==> src/rtl/norm_mult_ctrl.sv <==
// Sequencer for the normalise-multiply-denormalise approximate multiplier.
// Steers operand/result shift registers and counts all shift amounts internally.
module norm_mult_ctrl #(
  parameter int WIDTH    = 16,
  parameter int KEEP     = 8,
  parameter int MULT_LAT = 0
) (
  input  logic clk,
  input  logic rst,
  input  logic start,
  input  logic msb1,
  input  logic msb2,
  output logic busy,
  output logic load_op,
  output logic en_sh1,
  output logic en_sh2,
  output logic load_res,
  output logic en_res,
  output logic res_left,
  output logic res_clr,
  output logic done,
  output logic zero_flag
);

  localparam int CW       = $clog2(WIDTH);
  localparam int SW       = $clog2(2 * WIDTH) + 1;
  localparam int LW       = (MULT_LAT > 0) ? $clog2(MULT_LAT + 1) : 1;
  localparam int LAT_LAST = (MULT_LAT > 0) ? MULT_LAT - 1 : 0;

  localparam logic [CW-1:0]        CNT_MAX = CW'(WIDTH - 1);
  localparam logic signed [SW-1:0] SH_BASE = SW'(2 * (WIDTH - KEEP));
  localparam logic signed [SW-1:0] SH_ONE  = SW'(1);
  localparam logic signed [SW-1:0] SH_MONE = '1;

  localparam logic [7:0] S_IDLE     = 8'b0000_0001;
  localparam logic [7:0] S_LOAD     = 8'b0000_0010;
  localparam logic [7:0] S_NORM     = 8'b0000_0100;
  localparam logic [7:0] S_MULT     = 8'b0000_1000;
  localparam logic [7:0] S_LOAD_RES = 8'b0001_0000;
  localparam logic [7:0] S_DENORM   = 8'b0010_0000;
  localparam logic [7:0] S_ZERO     = 8'b0100_0000;
  localparam logic [7:0] S_DONE     = 8'b1000_0000;

  logic [7:0]           state;
  logic [7:0]           state_nxt;
  logic [CW-1:0]        cnt1;
  logic [CW-1:0]        cnt2;
  logic signed [SW-1:0] shamt;
  logic signed [SW-1:0] shamt_calc;
  logic [LW-1:0]        lat;
  logic                 zero;
  logic                 zero_det;
  logic                 norm_idle;
  logic                 sh_last;
  logic                 sh_pos;

  // An operand that still shows MSB=0 after WIDTH-1 shifts was all zeros.
  assign zero_det  = (!msb1 && (cnt1 == CNT_MAX)) || (!msb2 && (cnt2 == CNT_MAX));
  assign norm_idle = !en_sh1 && !en_sh2;

  assign shamt_calc = SH_BASE
                    - $signed({{(SW-CW){1'b0}}, cnt1})
                    - $signed({{(SW-CW){1'b0}}, cnt2});

  assign sh_last = (shamt == SH_ONE) || (shamt == SH_MONE);
  assign sh_pos  = !shamt[SW-1] && (shamt != '0);

  assign busy      = (state != S_IDLE);
  assign load_op   = (state == S_LOAD);
  assign en_sh1    = (state == S_NORM) && !msb1 && (cnt1 != CNT_MAX);
  assign en_sh2    = (state == S_NORM) && !msb2 && (cnt2 != CNT_MAX);
  assign load_res  = (state == S_LOAD_RES);
  assign en_res    = (state == S_DENORM) && (shamt != '0);
  assign res_left  = en_res && sh_pos;
  assign res_clr   = (state == S_ZERO);
  assign done      = (state == S_DONE);
  assign zero_flag = done && zero;

  // Any encoding that is not one of the one-hot states falls back to IDLE.
  always_comb begin
    state_nxt = S_IDLE;
    case (state)
      S_IDLE:     state_nxt = start ? S_LOAD : S_IDLE;
      S_LOAD:     state_nxt = S_NORM;
      S_NORM: begin
        if (!norm_idle)
          state_nxt = S_NORM;
        else if (zero_det)
          state_nxt = S_ZERO;
        else if (MULT_LAT == 0)
          state_nxt = S_LOAD_RES;
        else
          state_nxt = S_MULT;
      end
      S_MULT:     state_nxt = (lat == LW'(LAT_LAST)) ? S_LOAD_RES : S_MULT;
      S_LOAD_RES: state_nxt = S_DENORM;
      S_DENORM:   state_nxt = ((shamt == '0) || sh_last) ? S_DONE : S_DENORM;
      S_ZERO:     state_nxt = S_DONE;
      S_DONE:     state_nxt = S_IDLE;
      default:    state_nxt = S_IDLE;
    endcase
  end

  always_ff @(posedge clk or posedge rst) begin
    if (rst) begin
      state <= S_IDLE;
      cnt1  <= '0;
      cnt2  <= '0;
      shamt <= '0;
      lat   <= '0;
      zero  <= 1'b0;
    end else begin
      state <= state_nxt;
      case (state)
        S_LOAD: begin
          cnt1 <= '0;
          cnt2 <= '0;
          zero <= 1'b0;
        end
        S_NORM: begin
          if (en_sh1)
            cnt1 <= cnt1 + CW'(1);
          if (en_sh2)
            cnt2 <= cnt2 + CW'(1);
          if (norm_idle && zero_det)
            zero <= 1'b1;
          lat <= '0;
        end
        S_MULT:     lat <= lat + LW'(1);
        S_LOAD_RES: shamt <= shamt_calc;
        // Step the remaining shift amount one unit toward zero per result shift.
        S_DENORM: begin
          if (sh_pos)
            shamt <= shamt - SH_ONE;
          else if (shamt != '0)
            shamt <= shamt + SH_ONE;
        end
        default: ;
      endcase
    end
  end

endmodule

==> config.mk <==
export PLATFORM = sky130hd
export DESIGN_NAME = norm_mult_ctrl
export DESIGN_NICKNAME = d
export VERILOG_FILES = /design/src/rtl/norm_mult_ctrl.sv
export SDC_FILE = /design/constraint.sdc
export NUM_CORES = 1
export LEC_CHECK = 0
export CAP_MARGIN = 20
export CELL_PAD_IN_SITES_DETAIL_PLACEMENT = 1
export CELL_PAD_IN_SITES_GLOBAL_PLACEMENT = 1
export CORE_AREA = 10 10 62 90
export CTS_CLUSTER_DIAMETER = 30
export DETAILED_ROUTE_END_ITERATION = 16
export DIE_AREA = 0 0 72 100
export PLACE_DENSITY = 0.88
export REMOVE_ABC_BUFFERS = 1
export SLEW_MARGIN = 20
export SYNTH_ARGS = -nofsm -noshare
export SYNTH_HDL_FRONTEND = slang
export SYNTH_SLANG_ARGS = --single-unit
export TNS_END_PERCENT = 20
==> constraint.sdc <==
create_clock -name clk -period 5.7 [get_ports clk]
set_input_delay 0.855 -clock clk [delete_from_list [all_inputs] [get_ports clk]]
set_output_delay 0.855 -clock clk [all_outputs]
set_load 0.01 [all_outputs]
==> results.cfg <==
[final_layout]
utilization_pct = 50.3
layout.cells.most_common = dfrtp_1
fin_area_um2 = 2040
num_antenna_cells = 0
layout.nets = 229
layout_common_cells = dfrtp_1 (23), inv_1 (21), clkdlybuf4s50_1 (14)
fillCellCount = 501
area_delta_synth_final_pct = 10.3
finalNonFillerCells = 255
layout-drive-gt1-share_pct = 10.0

[power]
peakVddDrop_mv = 0.193
pwr_density_cell_nw_per_um2 = 364
p_leak_nw = 0.885

[synth]
synth_warnings = 0
synth_area_um2 = 1850
synth_seq_cells = 24
ys.flop_type = dfrtp_1
seq_area_frac_synth_pct = 32.5
synth_cell_types = 65
synth_area_leaders = dfrtp_1 (31%), ha_1 (8.1%), inv_1 (4.3%)
syn_avg_cell_area_um2 = 9.31
post-synth-top-area-cell = dfrtp_1
syn_inst = 199
synthArstFlopShare_pct = 100
synthDominantCellAreaShare_pct = 31.1
synth_edf_count = 0

[clock_tree]
htree_levels = 1
cts_buffers = 3
clkLatencyLatePin_ns = 0.27
cts_setup_buffers = 0
clockBufferDepth = 2
cts_tree = done
cts-root-buf = clkbuf_8
hold_buffers = 0
ctsResizeCount = 0
path_clk_slew_ns = 0.08
cts.sinks = 24

[setup_path]
endpoint_kind = output port
critPathMaxFanout = 9
critPathKind = input pin to output port
cpLargestDelayFamily = buffers and inverters
crit_top_cell = clkdlybuf4s50_1
cpPeakStageDelay_ns = 0.55
critPathBufInv = 3
cp-start-kind = input pin
critPathArrivalTime_ns = 2.64
cp_cell_sequence = clkdlybuf4s50_1 > a31oi_1 > nand4_1 > inv_1 > clkdlybuf4s50_1
cp_slowest_cell = clkdlybuf4s50_1
cp.required_ns = 4.85

[grt]
grt_pass1_wl_um = 8440
antenna_found_initial = 0
grtUsageTotal_pct = 14.1
grt_max_degree = 25
overflow = 0
grt_pass1_vias = 1760

[run_status]
status = finished, final reports clean

[timing]
fin_setup_tns_ns = 0
fin_hold_ws_ns = 0.485
final.period_utilization_pct = 61.4
layout_min_cycle_time_ns = 3.50
tightestPinTransition_ns = 0.939
fmax_mhz = 286
hold_viol = 0
rsz0062_at_grt = false
worst_clock_skew_ns = 0.00890
max_slew_margin_pct = 37.3
setup_viol = 0
maxSlewViolCount = 0

[placement]
place_area_um2 = 2000
dp.cells = 251
dp_hpwl_um = 3870
portBuffers = 14
place.gp.congestion = 0.820

[routing]
drc_errors = 0
detail_route.wl_per_cell_um = 19.8
dr.pass1.iters = 4
drt_iter0_drc = 69
vias = 1609
routed_wl_um = 5040
final_antenna_net_count = 0
vias_per_cell = 6.31

[die]
fp.dieArea_um2 = 7200
core_area_um2 = 4060
die_h_um = 100
pin_count = 15
fp-row-count = 29
initial_core_util_pct = 45.6
die_x_um = 72

[job]
maxCapViolCount = 0

[hold_path]
hp-class = flip-flop to flip-flop
## power by group
group          leakage (nW)  internal [mW]  total [mW]  switching, mW
Clock                0.0228         0.0500       0.106         0.0564
Combinational         0.534          0.168       0.384          0.216
Sequential            0.328          0.203       0.254         0.0506
Total                 0.885          0.421       0.745          0.323
## flip-flops by register name (all words and copies together) (netlist names)
register and cells:
cnt2 4, lat 1, zero 1, state 8
shamt 6, cnt1 4
## stage by stage
step	setup WS, ns	total power [mW]
after floorplan	3.09	0.509
after CTS	2.19	0.744
after detailed placement	2.20	0.635
after global routing	2.03	0.801
final	2.20	0.745
after global placement	2.27	0.615
## cell families (layout without fill, tap and decap cells)
kind of cell / after synthesis / in the layout / share of synthesized area (%)
AOI/OAI and AO/OA: 55 / 55 / 22.2
xor gates and xnor gates: 1 / 1 / 0.473
adders and majority gates: 14 / 14 / 10.3
buffers and inverters: 29 / 39 / 7.02
DFF: 24 / 24 / 32.5
muxes: 2 / 2 / 1.15
and+or+nand+nor: 74 / 74 / 26.4
## synthesized netlist by cell type (all sizes together), types with 4 or more instances
| library cell | instances |
|---|---|
| dfrtp | 23 |
| inv | 21 |
| ha | 12 |
| o21ai | 12 |
| nand3 | 10 |
| nor3 | 9 |
| nor2 | 8 |
| a21oi | 6 |
| nand2 | 6 |
| buf | 5 |
| or4 | 5 |
| a21o | 4 |
| a31oi | 4 |
| nand4 | 4 |
| nor2b | 4 |
| o211ai | 4 |
## per-layer routing
layer	up-vias	GRT usage (%)	wire length (um)
met1	807	14.3	1960
met3	9	2.37	149
met5	-	0	0
li1	764	-	-
met4	0	6.43	101
met2	29	26.6	2830
## layout make-up
type                    instances  area, um^2  area share (%)
clock buffers                   4        45.0            2.20
inverters                      21        78.8            3.86
multi-input cells             146        1120            54.8
flip-flops and latches         24         602            29.4
well taps                      46        57.6            2.82
repair buffers                 14         140            6.85
## worst paths after layout
| path | startpoint | endpoint | slack, ns | cells after the start |
|---|---|---|---|---|
| worst max-delay path | msb2 | en_sh2 | 2.20 | 5 |
| worst min-delay path | zero | zero | 0.49 | 1 |
| worst min register to register | zero | zero | 0.49 | 1 |
| worst max register to register | cnt2[2] | shamt[4] | 3.28 | 8 |
| max in group asynchronous | rst | state[2] | 4.00 | 2 |
| min in group asynchronous | rst | cnt1[1] | 1.13 | 2 |
Power figures use the tool's default switching activity.
